<file path="config.mk">
export PLATFORM = sky130hd
export DESIGN_NAME = lsu_flat
export DESIGN_NICKNAME = d
export VERILOG_FILES = /design/src/rtl/lsu_if.sv /design/src/rtl/lsu.sv /design/src/flat_wrapper.sv
export SDC_FILE = /design/constraint.sdc
export NUM_CORES = 1
export LEC_CHECK = 0
export ABC_AREA = 1
export CORE_ASPECT_RATIO = 1.1
export CORE_MARGIN = 2
export CORE_UTILIZATION = 45
export CTS_BUF_LIST = sky130_fd_sc_hd__clkbuf_8
export DETAILED_ROUTE_END_ITERATION = 10
export PLACE_DENSITY = 0.88
export SLEW_MARGIN = 10
export SYNTH_ARGS = -nofsm -noshare
export SYNTH_HDL_FRONTEND = slang
export SYNTH_SLANG_ARGS = --single-unit
</file>
<file path="constraint.sdc">
create_clock -name clk -period 3.2 [get_ports clk]
set_input_delay 0.8 -clock clk [delete_from_list [all_inputs] [get_ports clk]]
set_output_delay 0.8 -clock clk [all_outputs]
set_load 0.005 [all_outputs]
</file>
<file path="src/rtl/lsu_if.sv">
// Bundle of the LSU request/response handshake and the data-memory bus.
// slave is the LSU's view; master is the execute stage plus data memory.
interface lsu_if;
  logic        req_valid;
  logic        req_ready;
  logic [2:0]  mem_load;
  logic [1:0]  mem_store;
  logic [31:0] addr;
  logic [31:0] wdata;
  logic [4:0]  rd;
  logic        resp_valid;
  logic [31:0] resp_rdata;
  logic [4:0]  resp_rd;
  logic        resp_err;
  logic        dmem_req;
  logic        dmem_we;
  logic [31:0] dmem_addr;
  logic [3:0]  dmem_be;
  logic [31:0] dmem_wdata;
  logic        dmem_gnt;
  logic        dmem_rvalid;
  logic [31:0] dmem_rdata;

  modport slave (
    input  req_valid, mem_load, mem_store, addr, wdata, rd,
    input  dmem_gnt, dmem_rvalid, dmem_rdata,
    output req_ready, resp_valid, resp_rdata, resp_rd, resp_err,
    output dmem_req, dmem_we, dmem_addr, dmem_be, dmem_wdata
  );

  modport master (
    output req_valid, mem_load, mem_store, addr, wdata, rd,
    output dmem_gnt, dmem_rvalid, dmem_rdata,
    input  req_ready, resp_valid, resp_rdata, resp_rd, resp_err,
    input  dmem_req, dmem_we, dmem_addr, dmem_be, dmem_wdata
  );
endinterface

</file>
<file path="src/rtl/lsu.sv">
// RV32I load/store unit: one outstanding req/gnt/rvalid data-memory access.
// Optional LSU_MISALIGN_TRAP_EN turns misaligned half/word accesses into errors.
module lsu #(
  parameter int unsigned MAX_WAIT = 15
) (
  input logic  clk,
  input logic  rst_n,
  lsu_if.slave bus
);

  typedef enum logic [1:0] {S_IDLE = 2'd0, S_REQ = 2'd1, S_WAIT = 2'd2, S_RESP = 2'd3} state_t;

  state_t      r_state;
  state_t      w_state_nxt;
  logic        w_fail_nxt;
  logic        w_accept;
  logic        w_none;
  logic        w_illegal;
  logic        w_misalign;
  logic        w_last;
  logic [2:0]  r_load;
  logic [1:0]  r_store;
  logic [31:0] r_addr;
  logic [31:0] r_wdata;
  logic [4:0]  r_rd;
  logic [7:0]  r_cnt;
  logic        r_resp_valid;
  logic        r_resp_err;
  logic [31:0] r_resp_rdata;
  logic [4:0]  r_resp_rd;

  // Access size: 0 byte, 1 half, 2 word.
  function automatic logic [1:0] size_of(input logic [2:0] ld, input logic [1:0] st);
    if (ld == 3'b001 || ld == 3'b100 || st == 2'b01)      return 2'd0;
    else if (ld == 3'b010 || ld == 3'b101 || st == 2'b10) return 2'd1;
    else                                                  return 2'd2;
  endfunction

  function automatic logic [3:0] byte_en(input logic [1:0] sz, input logic [1:0] off);
    case (sz)
      2'd0:    return 4'b0001 << off;
      2'd1:    return off[1] ? 4'b1100 : 4'b0011;
      default: return 4'b1111;
    endcase
  endfunction

  function automatic logic [31:0] store_rep(input logic [1:0] st, input logic [31:0] d);
    case (st)
      2'b01:   return {4{d[7:0]}};
      2'b10:   return {2{d[15:0]}};
      default: return d;
    endcase
  endfunction

  function automatic logic [31:0] load_align(input logic [2:0] ld, input logic [1:0] off,
                                             input logic [31:0] w);
    logic [7:0]  b;
    logic [15:0] h;
    b = w[{off, 3'b000} +: 8];
    h = w[{off[1], 4'b0000} +: 16];
    case (ld)
      3'b001:  return {{24{b[7]}}, b};
      3'b100:  return {24'd0, b};
      3'b010:  return {{16{h[15]}}, h};
      3'b101:  return {16'd0, h};
      default: return w;
    endcase
  endfunction

  assign w_accept  = bus.req_valid && (r_state == S_IDLE);
  assign w_none    = (bus.mem_load == 3'b000) && (bus.mem_store == 2'b00);
  assign w_last    = (r_cnt == 8'(MAX_WAIT - 1));

`ifdef LSU_MISALIGN_TRAP_EN
  logic [1:0] w_in_size;
  assign w_in_size  = size_of(bus.mem_load, bus.mem_store);
  assign w_misalign = ((w_in_size == 2'd1) && bus.addr[0]) ||
                      ((w_in_size == 2'd2) && (bus.addr[1:0] != 2'b00));
`else
  assign w_misalign = 1'b0;
`endif

  assign w_illegal = ((bus.mem_load != 3'b000) && (bus.mem_store != 2'b00)) ||
                     (bus.mem_load == 3'b110) || (bus.mem_load == 3'b111) || w_misalign;

  always_ff @(posedge clk or negedge rst_n) begin
    if (!rst_n) r_state <= S_IDLE;
    else        r_state <= w_state_nxt;
  end

  // A grant on the last budgeted cycle still completes a store, but a load
  // would need a further cycle for rvalid, so it is reported as timed out.
  always_comb begin
    w_state_nxt = r_state;
    w_fail_nxt  = 1'b0;
    case (r_state)
      S_IDLE: begin
        if (w_accept && !w_none) begin
          if (w_illegal) begin
            w_state_nxt = S_RESP;
            w_fail_nxt  = 1'b1;
          end else begin
            w_state_nxt = S_REQ;
          end
        end
      end
      S_REQ: begin
        if (bus.dmem_gnt) begin
          if (r_load == 3'b000) begin
            w_state_nxt = S_RESP;
          end else if (w_last) begin
            w_state_nxt = S_RESP;
            w_fail_nxt  = 1'b1;
          end else begin
            w_state_nxt = S_WAIT;
          end
        end else if (w_last) begin
          w_state_nxt = S_RESP;
          w_fail_nxt  = 1'b1;
        end
      end
      S_WAIT: begin
        if (bus.dmem_rvalid) begin
          w_state_nxt = S_RESP;
        end else if (w_last) begin
          w_state_nxt = S_RESP;
          w_fail_nxt  = 1'b1;
        end
      end
      default: w_state_nxt = S_IDLE;
    endcase
  end

  // Bus fields are forced to zero outside REQ, so the unreset request
  // registers never reach the pins and stay stable while dmem_req is high.
  always_comb begin
    bus.req_ready  = (r_state == S_IDLE);
    bus.dmem_req   = 1'b0;
    bus.dmem_we    = 1'b0;
    bus.dmem_addr  = '0;
    bus.dmem_be    = '0;
    bus.dmem_wdata = '0;
    if (r_state == S_REQ) begin
      bus.dmem_req   = 1'b1;
      bus.dmem_we    = (r_store != 2'b00);
      bus.dmem_addr  = {r_addr[31:2], 2'b00};
      bus.dmem_be    = byte_en(size_of(r_load, r_store), r_addr[1:0]);
      bus.dmem_wdata = (r_store != 2'b00) ? store_rep(r_store, r_wdata) : 32'd0;
    end
  end

  always_ff @(posedge clk) begin
    if (w_accept) begin
      r_load  <= bus.mem_load;
      r_store <= bus.mem_store;
      r_addr  <= bus.addr;
      r_wdata <= bus.wdata;
      r_rd    <= bus.rd;
    end
  end

  always_ff @(posedge clk or negedge rst_n) begin
    if (!rst_n)                                         r_cnt <= '0;
    else if (r_state == S_IDLE)                         r_cnt <= '0;
    else if (r_state == S_REQ || r_state == S_WAIT)     r_cnt <= r_cnt + 8'd1;
  end

  always_ff @(posedge clk or negedge rst_n) begin
    if (!rst_n) begin
      r_resp_valid <= 1'b0;
      r_resp_err   <= 1'b0;
      r_resp_rdata <= '0;
      r_resp_rd    <= '0;
    end else begin
      r_resp_valid <= 1'b0;
      r_resp_err   <= 1'b0;
      r_resp_rdata <= '0;
      r_resp_rd    <= '0;
      if (w_state_nxt == S_RESP) begin
        r_resp_valid <= 1'b1;
        r_resp_err   <= w_fail_nxt;
        if (!w_fail_nxt && (r_state == S_WAIT)) begin
          r_resp_rdata <= load_align(r_load, r_addr[1:0], bus.dmem_rdata);
          r_resp_rd    <= r_rd;
        end
      end
    end
  end

  assign bus.resp_valid = r_resp_valid;
  assign bus.resp_err   = r_resp_err;
  assign bus.resp_rdata = r_resp_rdata;
  assign bus.resp_rd    = r_resp_rd;

endmodule

</file>
<file path="src/flat_wrapper.sv">
// flat-port wrapper written by rule: the top's interface ports become plain ports
module lsu_flat 
#(
  parameter int unsigned MAX_WAIT = 15
)
  (clk, rst_n, bus_req_valid, bus_mem_load, bus_mem_store, bus_addr, bus_wdata, bus_rd, bus_dmem_gnt, bus_dmem_rvalid, bus_dmem_rdata, bus_req_ready, bus_resp_valid, bus_resp_rdata, bus_resp_rd, bus_resp_err, bus_dmem_req, bus_dmem_we, bus_dmem_addr, bus_dmem_be, bus_dmem_wdata);
  lsu_if bus_i ();
  input logic clk;
  input logic rst_n;
  input wire logic [$bits(bus_i.req_valid)-1:0] bus_req_valid;
  input wire logic [$bits(bus_i.mem_load)-1:0] bus_mem_load;
  input wire logic [$bits(bus_i.mem_store)-1:0] bus_mem_store;
  input wire logic [$bits(bus_i.addr)-1:0] bus_addr;
  input wire logic [$bits(bus_i.wdata)-1:0] bus_wdata;
  input wire logic [$bits(bus_i.rd)-1:0] bus_rd;
  input wire logic [$bits(bus_i.dmem_gnt)-1:0] bus_dmem_gnt;
  input wire logic [$bits(bus_i.dmem_rvalid)-1:0] bus_dmem_rvalid;
  input wire logic [$bits(bus_i.dmem_rdata)-1:0] bus_dmem_rdata;
  output wire logic [$bits(bus_i.req_ready)-1:0] bus_req_ready;
  output wire logic [$bits(bus_i.resp_valid)-1:0] bus_resp_valid;
  output wire logic [$bits(bus_i.resp_rdata)-1:0] bus_resp_rdata;
  output wire logic [$bits(bus_i.resp_rd)-1:0] bus_resp_rd;
  output wire logic [$bits(bus_i.resp_err)-1:0] bus_resp_err;
  output wire logic [$bits(bus_i.dmem_req)-1:0] bus_dmem_req;
  output wire logic [$bits(bus_i.dmem_we)-1:0] bus_dmem_we;
  output wire logic [$bits(bus_i.dmem_addr)-1:0] bus_dmem_addr;
  output wire logic [$bits(bus_i.dmem_be)-1:0] bus_dmem_be;
  output wire logic [$bits(bus_i.dmem_wdata)-1:0] bus_dmem_wdata;
  assign bus_i.req_valid = bus_req_valid;
  assign bus_i.mem_load = bus_mem_load;
  assign bus_i.mem_store = bus_mem_store;
  assign bus_i.addr = bus_addr;
  assign bus_i.wdata = bus_wdata;
  assign bus_i.rd = bus_rd;
  assign bus_i.dmem_gnt = bus_dmem_gnt;
  assign bus_i.dmem_rvalid = bus_dmem_rvalid;
  assign bus_i.dmem_rdata = bus_dmem_rdata;
  assign bus_req_ready = bus_i.req_ready;
  assign bus_resp_valid = bus_i.resp_valid;
  assign bus_resp_rdata = bus_i.resp_rdata;
  assign bus_resp_rd = bus_i.resp_rd;
  assign bus_resp_err = bus_i.resp_err;
  assign bus_dmem_req = bus_i.dmem_req;
  assign bus_dmem_we = bus_i.dmem_we;
  assign bus_dmem_addr = bus_i.dmem_addr;
  assign bus_dmem_be = bus_i.dmem_be;
  assign bus_dmem_wdata = bus_i.dmem_wdata;
  lsu #(.MAX_WAIT(MAX_WAIT)) u_core (.clk(clk), .rst_n(rst_n), .bus(bus_i));
endmodule
</file>
Word-level counts from Yosys, hierarchy flattened --
Index checks and enable logic that the tools add are counted.
Cells by class: $add $sub $neg 1, equal/unequal tests 13, shift operators 3, mux-type cells 36, reductions and logical operators 23
Operators by type and width (count):
- $mux W32 | 5
- $pmux W32 S4 | 1
- $pmux W32 S2 | 1
- $shiftx A32 B6 Y16 | 1
- $shiftx A32 B6 Y8 | 1
- $mux W2 | 9
- $mux W8 | 2
- $eq A3 B3 Y1 const B | 4
- $mux W1 | 11
- $mux W5 | 2
- $add A8 B1 Y8 const B | 1
- $eq A8 B4 Y1 const B | 1
- $mux W4 | 2
- $pmux W4 S2 | 1
- $logic_or A1 B1 Y1 | 7
- $eq A2 B1 Y1 const B | 3
- $eq A2 B2 Y1 const B | 3
- $logic_not A2 Y1 | 3
- $logic_not A3 Y1 | 2
- $pmux W2 S3 | 1
- $reduce_bool A2 Y1 | 3
- $logic_and A1 B1 Y1 | 5
- $shl A1 B2 Y4 const A | 1
- $eq A3 B1 Y1 const B | 1
- 4 further kinds | 5
Storage, ports and cells: flip-flop bits (word level) 123, output and inout bits 110, logic and storage cells 87

Logic depth before layout (Yosys ltp) --
Gate-level depths: netlist of the first run.
depth in word-level cells 11, gate-level depth with buffers 12, gate-level depth less buffers 10

Worst setup path after synthesis of the first run --
Ideal clock, no wire load.
kind input to register, start point input port bus_req_valid, end point register u_core.r_resp_rdata[22], in the netlist u_core.bus.resp_rdata[22], data arrival time 2.800 ns, slack 0.331 ns, stages 9, cell sequence inv_1 nor2_4 nand3_2 nand2_1 inv_2 nand2_8 nand3_4 buf_8 nor2_2
On the way: cells in the longest elaborated chain, start to end 8, elaborated cells on any way between the ends 11, classes of those cells eq/ne: 1; mux: 6; reduce/logical: 4
RTL lines:
- from (decl) | RTL line flat_wrapper.sv:10 | input wire logic [$bits(bus_i.req_valid)-1:0] bus_req_valid;
- $logic_and A1 B1 Y1 (*) | RTL line lsu.sv:70 | assign w_accept = bus.req_valid && (r_state == S_IDLE);
- via u_core.w_accept | RTL line lsu.sv:16 | logic w_accept;
- $logic_and A1 B1 Y1 (*) | RTL line lsu.sv:98 | if (w_accept && !w_none) begin
- $mux W1 | RTL line lsu.sv:98
- $pmux W1 S3 | RTL line lsu.sv:96 | case (r_state)
- $logic_not A1 Y1 | RTL line lsu.sv:182 | if (!w_fail_nxt && (r_state == S_WAIT)) begin
- $logic_and A1 B1 Y1 | RTL line lsu.sv:182
- $mux W32 | RTL line lsu.sv:182
- $mux W32 (*) | RTL line lsu.sv:179 | if (w_state_nxt == S_RESP) begin
- to (signal assigned) | RTL line lsu.sv:183 | r_resp_rdata <= load_align(r_load, r_addr[1:0], bus.dmem_rdata);
- to (decl) | RTL line lsu.sv:29 | logic [31:0] r_resp_rdata;
The timed path passes the listed nets; every way through them passes the cells marked *. A chain may end at the register's enable or synchronous reset.

Worst setup path after layout of the first run --
start point register u_core.r_store[1], end point output port bus_dmem_wdata[11]
On the way: cells in the longest elaborated chain, start to end 4, elaborated cells on any way between the ends 6, classes of those cells eq/ne: 2; mux: 3; reduce/logical: 1
RTL lines:
- from (decl) | RTL line lsu.sv:22 | logic [1:0] r_store;
- from (signal assigned) | RTL line lsu.sv:155 | r_store <= bus.mem_store;
- $eq A2 B2 Y1 / $eq A2 B1 Y1 (equally long branches) | RTL line lsu.sv:48 | case (st)
- $pmux W32 S2 | RTL line lsu.sv:48
- $mux W32 (*) | RTL line lsu.sv:148 | bus.dmem_wdata = (r_store != 2'b00) ? store_rep(r_store, r_wdata) : 32'd0;
- $mux W32 (*) | RTL line lsu.sv:143 | if (r_state == S_REQ) begin
- to (decl) | RTL line flat_wrapper.sv:28 | output wire logic [$bits(bus_i.dmem_wdata)-1:0] bus_dmem_wdata;
Every way passes the cells marked *; elsewhere a longest branch is shown, timed or not.

==> flow_summary.ini, run 1 <==
[timing]
fmax_ghz = 0.3203
maxSlewViolCount = 0
fin_crit_sh_pct = 97.57
relSlewSlack_pct = 39.40
hold_violations = 0
fin_crit_ns = 3.122
skew_ns = 0.008121
tightest_slew_ns = 0.9081
rsz0062_at_grt = yes
setup_violations = 0

[die]
floorplan.initialDensity_pct = 46.16
chipWidth_um = 115.0
rows = 44
chipHeight_um = 126.1
core_um2 = 13210
die-area_um2 = 14500
io_pins = 221

[grt]
grtUsageTotal_pct = 24.08
grt-ovfl-total = 0
antenna_found_initial = 0
grt_max_degree = 62
grt_pass1_wl_um = 26560
grt_pass1_vias = 5318

[power]
power_mw = 5.953
p_int_mw = 3.734
p_per_area_nw_per_um2 = 663.0
combPwrFrac_pct = 41.8
p_leak_nw = 3.850
pwr-share-seq_pct = 35.9
clkPwrFrac_pct = 22.3
p_sw_mw = 2.219
switching_share_pct = 37.27
peakVddDrop_uv = 429.7

[yosys]
synth_area_um2 = 6098
netlist.area_leader.share_pct = 36.44
synth_warnings = 0
synth_area_leader_cell = edfxtp_1
ys.flop_type = edfxtp_1
synth-edff-count = 74
avgSynthCellArea_um2 = 8.981
ys_seq_elements = 123
async_flop_share_pct = 39.84
synthTopCellsByArea = edfxtp_1 36%, dfrtp_1 20%, nand2_1 8.3%
ys_types = 36
netlist_instances = 679
yosysSeqAreaShare_pct = 56.54

[final_layout]
drive_gt1_share_pct = 12.58
final_nets = 1033
final_common_cell = clkdlybuf4s50_1
area_delta_synth_final_pct = 47.23
final_core_util_pct = 67.95
diodes = 0
final_cell_mix = 217 x clkdlybuf4s50_1, 135 x nand2_1, 120 x nor2_1

[run_status]
outcome = finished clean

[worst_setup_path]
path_buf_inv = 4
arrival_ns = 2.32
worstPathRequired_ns = 2.40
crit_path_end_kind = output port
cpPeakStageDelay_ns = 0.53
critPathMaxFanout = 6
start_kind = flop
crit_slowest_cell = clkdlybuf4s50_1
cp_top_family = buffers and inverters
path_cells = inv_1 -> ha_4 -> clkinvlp_4 -> buf_4 -> o21ai_0 -> a21oi_1 -> clkdlybuf4s50_1
worstSetupPathType = flop to output port

[route]
routed_via_density = 5.039
antenna_left = 0
drtIter0Drc = 421
drtPass1Iterations = 6
drt_drc_violations_left = 0
vias = 5498
wire_per_inst_um = 15.94
drt_wl_total_um = 17390

[place]
globalplace.congestion = 0.8649
post-dp-hpwl_um = 12870
port_buffers = 218

[clock_network]
cts_sinks = 123
cts_hold_buf = 0
clock_latency_ns = 0.45
clock_path_buffers = 2
cts_max_level = 4
cts-root-buf = clkbuf_8
cts_buffers = 17
clk_pin_slew_worst_paths_ns = 0.08
cts_tree = built

[flow_run]
cap_violations = 0

[worst_hold_path]
min_path_type = input pin to asynchronous set/reset pin
-- Yosys cell counts, types with 2 or more instances --
cell type	instances
nor2_1	121
nand2_1	135
o31ai_2	2
o21ai_0	13
nor3_1	5
nand3_2	4
o21ai_1	2
or2_2	7
dfrtp_1	49
buf_2	4
inv_2	8
nand3_1	50
clkbuf_1	9
nor2_2	9
edfxtp_1	74
o22ai_1	8
nand4_1	3
ha_1	5
o21ai_2	2
buf_4	7
inv_1	92
nor2_4	12
nand2_2	4
buf_6	2
o31ai_1	6
a31oi_1	2
or2_1	2
a21oi_1	25
nand2_4	4
o211ai_1	7
-- cells by family after synthesis --
| kind of cell | synth area share, % |
|---|---|
| AOI/OAI and AO/OA | 6.730 |
| adders and majority gates | 1.026 |
| buffers and inverters | 8.576 |
| DFF | 56.54 |
| other | 0.06149 |
| and+or+nand+nor | 27.06 |
-- timing repair --
| action | 4_1_cts | 5_1_grt |
|---|---|---|
| gates resized for setup | 8 | 11 |
| cloned | 1 | 0 |
| hold endpoints to repair | 0 | 0 |
| setup buffers | 6 | 8 |
| endpoints found under the setup margin | 28 | 22 |
| pin swaps | 1 | 3 |
-- worst register-to-register path: stages (launching register included) --
cell and delay [ns]:
edfxtp_1 0.45, buf_4 0.19, nand3_1 0.10, o21ai_2 0.08, buf_4 0.17, nor2_2 0.70, nand2_1 0.12, nand3_1 0.13
nand2_1 0.07, nor2_2 0.12
-- through the flow --
| step | area (µm²) | worst slack (ns) | std cells | hold slack, ns | TNS, ns |
|---|---|---|---|---|---|
| detailed placement | 8389 | 0.1413 | 1043 | 0.4643 | 0 |
| finish | 8979 | 0.07776 | 1091 | 0.3058 | 0 |
| global placement | 8389 | 0.2244 | 1043 | 0.4521 | 0 |
| CTS | 8861 | 0.01985 | 1082 | 0.4823 | 0 |
| floorplan | 6102 | 0.3314 | 680 | 0.4493 | 0 |
| global route | 8979 | -0.03161 | 1091 | 0.3415 | -0.06191 |
-- final cells by class --
cell class,count,area [µm²]
fillers,1007,4234
flip-flops and latches,123,3448
repair buffers,240,2384
multi-input cells,433,2167
inverters,101,387.9
clock buffers,17,234.0
well taps,161,201.4
clock inverters,15,148.9
repair inverters,1,7.507
-- state kept, by name, indices dropped and copies added, names as in the netlist --
| signal | flops |
|---|---|
| u_core.r_wdata | 32 |
| u_core.bus.resp_valid | 1 |
| u_core.r_store | 2 |
| u_core.r_load | 3 |
| u_core.r_rd | 5 |
| u_core.bus.resp_rd | 5 |
| u_core.r_state | 2 |
| u_core.r_cnt | 8 |
| u_core.r_addr | 32 |
| u_core.bus.resp_err | 1 |
| u_core.bus.resp_rdata | 32 |
-- power by group through the flow --
stage                     clock network, mW  registers [mW]  logic (mW)
after floorplan                           0            2.17        1.34
after global placement                    0            2.16        2.27
after detailed placement                  0            2.18        2.32
after CTS                              1.35            2.14        2.42
after global routing                   1.41            2.17        2.70
final                                  1.33            2.14        2.49
-- worst paths after layout --
path	start	endpoint	slack [ns]	cells past startpoint
worst max-delay path	u_core.r_store[1]$_DFFE_PP_	bus_dmem_wdata[11]	0.08	7
worst min-delay path	rst_n	u_core.bus.resp_rdata[28]$_DFF_PN0_	0.31	1
worst max register to register	u_core.r_load[2]$_DFFE_PP_	u_core.bus.resp_rdata[1]$_DFF_PN0_	1.01	9
worst min register to register	u_core.r_rd[4]$_DFFE_PP_	u_core.bus.resp_rd[4]$_DFF_PN0_	0.48	2
max in group asynchronous	rst_n	u_core.bus.resp_rdata[12]$_DFF_PN0_	2.36	2
min in group clk	u_core.r_rd[4]$_DFFE_PP_	u_core.bus.resp_rd[4]$_DFF_PN0_	0.48	2
-- layer usage --
layer	vias to the layer above	wire length, µm	global-route usage [%]	part of all wire [%]
li1	2650	-	-	-
met1	2520	6174	26.45	35
met2	271	9277	42.18	53
met4	0	768	13.18	4.4
met5	-	0	0	0
met3	57	1173	6.015	6.7
No activity file was read; power rests on OpenSTA's default activity.
==> run 2, diff against run 1 <==
--- a/config.mk
+++ b/config.mk
@@ -5,13 +5,13 @@
 export SDC_FILE = /design/constraint.sdc
 export NUM_CORES = 1
 export LEC_CHECK = 0
-export ABC_AREA = 1
+export ABC_AREA = 0
 export CORE_ASPECT_RATIO = 1.1
 export CORE_MARGIN = 2
 export CORE_UTILIZATION = 45
 export CTS_BUF_LIST = sky130_fd_sc_hd__clkbuf_8
 export DETAILED_ROUTE_END_ITERATION = 10
-export PLACE_DENSITY = 0.88
+export PLACE_DENSITY = 0.9
 export SLEW_MARGIN = 10
 export SYNTH_ARGS = -nofsm -noshare
 export SYNTH_HDL_FRONTEND = slang
==> flow_summary.ini, run 2 <==
[run_status]
outcome = finished clean

[route]
drt_drc_violations_left = 0
vias = 4707
antenna_left = 0
drtIter0Drc = 300
drtPass1Iterations = 5
wire_per_inst_um = 18.06
drt_wl_total_um = 15640
routed_via_density = 5.435

[yosys]
synth_commonest_cells = 74 x edfxtp_1, 49 x dfrtp_1, 40 x and2_1, 34 x nor2_1, 33 x a21oi_1
ys_seq_elements = 123
synth_area_leader_cell = edfxtp_1
synthTopCellsByArea = edfxtp_1 40%, dfrtp_1 22%, and2_1 4.5%
avgSynthCellArea_um2 = 11.77
ys.flop_type = edfxtp_1
async_flop_share_pct = 39.84
post-synth-top-count-cell = edfxtp_1
ys_types = 50
netlist.area_leader.share_pct = 39.83
synth-edff-count = 74
netlist_instances = 474
yosysSeqAreaShare_pct = 61.81
synth_warnings = 0
synth_area_um2 = 5579

[grt]
grt_pass1_vias = 4735
grt_max_degree = 50
grtUsageTotal_pct = 23.63
grt_pass1_wl_um = 23690
antenna_found_initial = 0
grt-ovfl-total = 0

[timing]
skew_ns = 0.008728
tightest_slew_ns = 1.042
rsz0062_at_grt = yes
relSlewSlack_pct = 30.53
setup_violations = 0
fin_crit_ns = 3.149
fin_tns_setup_ns = 0
hold_violations = 0
fin_crit_sh_pct = 98.41
fmax_ghz = 0.3175
maxSlewViolCount = 0

[power]
p_per_area_nw_per_um2 = 665.7
peakVddDrop_uv = 448.7
p_leak_nw = 3.285
power_mw = 5.624

[worst_setup_path]
crit_slowest_cell = clkdlybuf4s50_1
critPathMaxFanout = 12
crit_path_end_kind = output port
arrival_ns = 2.35
cp_top_family = buffers and inverters
cpPeakStageDelay_ns = 0.53
start_kind = flop
worstPathRequired_ns = 2.40
path_cells = buf_4 -> ha_4 -> or3_4 -> a21oi_1 -> clkdlybuf4s50_1
path_buf_inv = 2
worstSetupPathType = flop to output port

[die]
io_pins = 221
rows = 42
floorplan.initialDensity_pct = 46.16
chipWidth_um = 110.2
core_um2 = 12090
die-area_um2 = 13310
chipHeight_um = 120.8

[final_layout]
area_delta_synth_final_pct = 51.42
diodes = 0
final_cell_mix = 216 x clkdlybuf4s50_1, 74 x edfxtp_1, 49 x dfrtp_1
final_nets = 815
final_common_cell = clkdlybuf4s50_1
drive_gt1_share_pct = 9.551
fillers = 843

[place]
globalplace.congestion = 0.9399
port_buffers = 218
post-dp-hpwl_um = 11370

[clock_network]
clk_pin_slew_worst_paths_ns = 0.07
cts_buffers = 17
cts_sinks = 123
cts_hold_buf = 0
cts-root-buf = clkbuf_8
clock_latency_ns = 0.43
cts_max_level = 4
clock_path_buffers = 2
cts_tree = built

[worst_hold_path]
min_path_type = flop to flop

[flow_run]
cap_violations = 0
run 2: changes by cell type after synthesis, moves of 12 or more:
| cell | change |
|---|---|
| o21ai_0 | +16 |
| and2_1 | +40 |
| a211oi_1 | +15 |
| nor2_4 | -12 |
| nand2_1 | -123 |
| nor2_1 | -87 |
| nor2b_1 | +19 |
| a22oi_1 | +22 |
| o21a_1 | +20 |
| nand3_1 | -39 |
| inv_1 | -75 |
run 2: layout make-up:
class / count / area, µm² / area share [%]
tap: 154 / 192.7 / 2.281
timing repair buffer: 235 / 2318 / 27.44
inverter: 17 / 63.81 / 0.7553
multi-input combinational: 305 / 2008 / 23.77
clock inverter: 11 / 127.6 / 1.511
sequential: 123 / 3448 / 40.82
clock buffer: 21 / 289.0 / 3.421
run 2: per-layer routing:
layer / global-route usage, % / share of wire [%]
met3: 7.493 / 10
met1: 26.58 / 35
met5: 0 / 0
met2: 40.30 / 51
met4: 11.02 / 3.4
run 2: kinds of logic after synthesis:
family	Yosys count	synth area share (%)
simple gates	147	14.47
fa+ha+maj	5	1.121
compound gates	137	16.17
buf+inv	47	3.745
mux	6	1.368
xor+xnor	8	1.256
flops	123	61.81
other cells	1	0.06722
run 2: path summary, 6_finish.rpt:
check	start	endpoint	slack (ns)	cells past startpoint
worst max-delay path	u_core.r_store[0]$_DFFE_PP_	bus_dmem_be[3]	0.05	5
worst min-delay path	u_core.r_rd[3]$_DFFE_PP_	u_core.bus.resp_rd[3]$_DFF_PN0_	0.48	1
worst max register to register	u_core.r_state[0]$_DFF_PN0_	u_core.bus.resp_rdata[30]$_DFF_PN0_	0.89	6
worst min register to register	u_core.r_rd[3]$_DFFE_PP_	u_core.bus.resp_rd[3]$_DFF_PN0_	0.48	1
max in group asynchronous	rst_n	u_core.bus.resp_rd[0]$_DFF_PN0_	2.00	1
min in group asynchronous	rst_n	u_core.bus.resp_rdata[23]$_DFF_PN0_	0.56	1
run 2: worst register-to-register path: cells and delay by family, from the launching register on:
| kind | cells | cell delay [ns] |
|---|---|---|
| simple gates | 2 | 0.85 |
| flops | 1 | 0.39 |
| compound gates | 2 | 0.58 |
| buf+inv | 2 | 0.43 |
run 2: report_power, final:
group	internal, mW	switching, mW
Clock	0.839	0.600
Combinational	1.04	0.966
Sequential	2.04	0.143
Total	3.92	1.71
run 2: timing repair:
action,in CTS,in global routing
setup endpoints to repair,26,29
buffers inserted,0,2
pin swaps,0,2
hold endpoints to repair,0,0
gates resized for setup,7,12
run 2: metrics by stage:
step           setup slack, ns  instances  instance area (µm²)  utilization (%)  hold WS, ns
6_report               0.05076        866                 8448            69.90       0.4816
5_1_grt               -0.03482        866                 8448            69.90       0.4971
4_1_cts                0.01356        864                 8377            69.31       0.4855
3_5_place_dp            0.3602        832                 7936            65.66       0.4679
3_3_place_gp            0.4223        832                 7936            65.66       0.4607
2_1_floorplan          -0.3065        475                 5599                -       0.4582
==> run 3, diff against run 2 <==
--- a/config.mk
+++ b/config.mk
@@ -10,6 +10,7 @@
 export CORE_MARGIN = 2
 export CORE_UTILIZATION = 45
 export CTS_BUF_LIST = sky130_fd_sc_hd__clkbuf_8
+export CTS_CLUSTER_DIAMETER = 100
 export DETAILED_ROUTE_END_ITERATION = 10
 export PLACE_DENSITY = 0.9
 export SLEW_MARGIN = 10
==> constraint.sdc (replaced) <==
create_clock -name clk -period 3.3 [get_ports clk]
set_input_delay 0.825 -clock clk [delete_from_list [all_inputs] [get_ports clk]]
set_output_delay 0.825 -clock clk [all_outputs]
set_load 0.005 [all_outputs]
==> flow_summary.ini, run 3 (synthesized netlist as in run 2, its figures left out) <==
[run_status]
outcome = finished clean

[grt]
grt_pass1_vias = 4763
antenna_found_initial = 0
grt-ovfl-total = 0
grt_pass1_wl_um = 24070
grtUsageTotal_pct = 23.85
grt_max_degree = 50

[die]
chipWidth_um = 110.2
floorplan.initialDensity_pct = 46.16
core_um2 = 12090
chipHeight_um = 120.8
die-area_um2 = 13310
rows = 42
io_pins = 221

[worst_setup_path]
arrival_ns = 2.39
crit_path_end_kind = output port
critPathMaxFanout = 12
worstPathRequired_ns = 2.47
start_kind = flop
worstSetupPathType = flop to output port

[timing]
fmax_ghz = 0.3106
skew_ns = 0.01550
fin_crit_sh_pct = 97.57
relSlewSlack_pct = 30.93
hold_violations = 0
fin_crit_ns = 3.220
maxSlewViolCount = 0
finalWorstSetupSlack_ns = 0.08023
setup_violations = 0
tightest_slew_ns = 1.036
rsz0062_at_grt = yes

[clock_network]
cts_sinks = 123
cts-root-buf = clkbuf_8
cts_tree = built
clock_latency_ns = 0.44
clock_path_buffers = 2
postCtsSetupBuffers = 0
cts_buffers = 17
cts_max_level = 4
clk_pin_slew_worst_paths_ns = 0.07

[route]
drtIter0Drc = 246
drt_drc_violations_left = 0
routed_via_density = 5.426
vias = 4688
drt_wl_total_um = 15580
drtPass1Iterations = 6
wire_per_inst_um = 18.04
antenna_left = 0

[power]
p_leak_nw = 3.213
combPwrFrac_pct = 35.9
clkPwrFrac_pct = 25.1
p_sw_mw = 1.741
pwr-share-seq_pct = 39.1
p_int_mw = 3.644
switching_share_pct = 32.33
power_mw = 5.385
p_per_area_nw_per_um2 = 642.5
peakVddDrop_uv = 366.7

[final_layout]
final_nets = 813
final_cell_mix = 217 x clkdlybuf4s50_1, 74 x edfxtp_1, 49 x dfrtp_1
stdcell_area_um2 = 8382
area_delta_synth_final_pct = 50.24
final_common_cell = clkdlybuf4s50_1
drive_gt1_share_pct = 10.00
diodes = 0
stdcell_count = 864

[place]
post-dp-hpwl_um = 11320
placed_area_um2 = 7936
place_ws_ns = 0.4200
place_inst = 832
port_buffers = 218
globalplace.congestion = 0.8955

[worst_hold_path]
min_path_type = flop to flop

[flow_run]
cap_violations = 0
[run 3: cell count changes in the layout (fill, tap and decap cells not counted), sizes merged]
cell / change
clkinvlp: +2
buf: -2
clkdlybuf4s50: +1
dlymetal6s2s: -1
clkinv: +3
clkbuf: -4
bufinv: -1
[run 3: layout make-up]
cell class | instances | area, µm²
sequential | 123 | 3448
tap | 154 | 192.7
multi-input combinational | 305 | 1986
inverter | 17 | 67.56
fill | 866 | 3705
clock buffer | 17 | 234.0
clock inverter | 15 | 163.9
timing repair buffer | 233 | 2290
[run 3: timing repair]
action                                  CTS  global route
gates resized for setup                   5             9
hold buffers                              0             0
endpoints found under the setup margin   27            30
gates cloned                              0             0
[run 3: critical path, cell delays in order (launching register included)]
cell             delay (ns)
edfxtp_1               0.40
inv_1                  0.13
ha_2                   0.36
a22oi_1                0.15
a211oi_1               0.33
clkdlybuf4s50_1        0.59
[run 3: path summary, 6_finish.rpt]
check / startpoint / endpoint / slack [ns] / cells after the start
max: u_core.r_store[1]$_DFFE_PP_ / bus_dmem_wdata[29] / 0.08 / 5
min: u_core.r_rd[1]$_DFFE_PP_ / u_core.bus.resp_rd[1]$_DFF_PN0_ / 0.49 / 1
max reg2reg: u_core.r_state[0]$_DFF_PN0_ / u_core.bus.resp_rdata[28]$_DFF_PN0_ / 0.86 / 5
min reg2reg: u_core.r_rd[1]$_DFFE_PP_ / u_core.bus.resp_rd[1]$_DFF_PN0_ / 0.49 / 1
max in group asynchronous: rst_n / u_core.r_cnt[1]$_DFFE_PN0P_ / 2.10 / 1
min in group asynchronous: rst_n / u_core.bus.resp_err$_DFF_PN0_ / 0.57 / 1
[run 3: metal layers]
| layer | up-vias | global-route usage, % | part of all wire [%] |
|---|---|---|---|
| li1 | 2153 | - | - |
| met1 | 2245 | 27.92 | 36 |
| met2 | 267 | 40.11 | 52 |
| met3 | 23 | 7.493 | 9.7 |
| met4 | 0 | 10.00 | 2.3 |
| met5 | - | 0 | 0 |
[run 3: power by group through the flow]
stage | clock, mW | combinational, mW | sequential (mW)
floorplan | 0 | 0.909 | 2.11
global placement | 0 | 1.84 | 2.12
detailed placement | 0 | 1.89 | 2.13
CTS | 1.37 | 1.92 | 2.10
global route | 1.44 | 2.10 | 2.13
finish | 1.35 | 1.93 | 2.10
[run 3: metrics by stage]
step,util [%],hold slack [ns],setup TNS (ns)
after floorplan,-,0.4582,-0.5727
after global placement,65.66,0.4609,0
after detailed placement,65.66,0.4744,0
after CTS,69.08,0.4917,0
after global routing,69.35,0.5086,-0.2599
final,69.35,0.4876,0
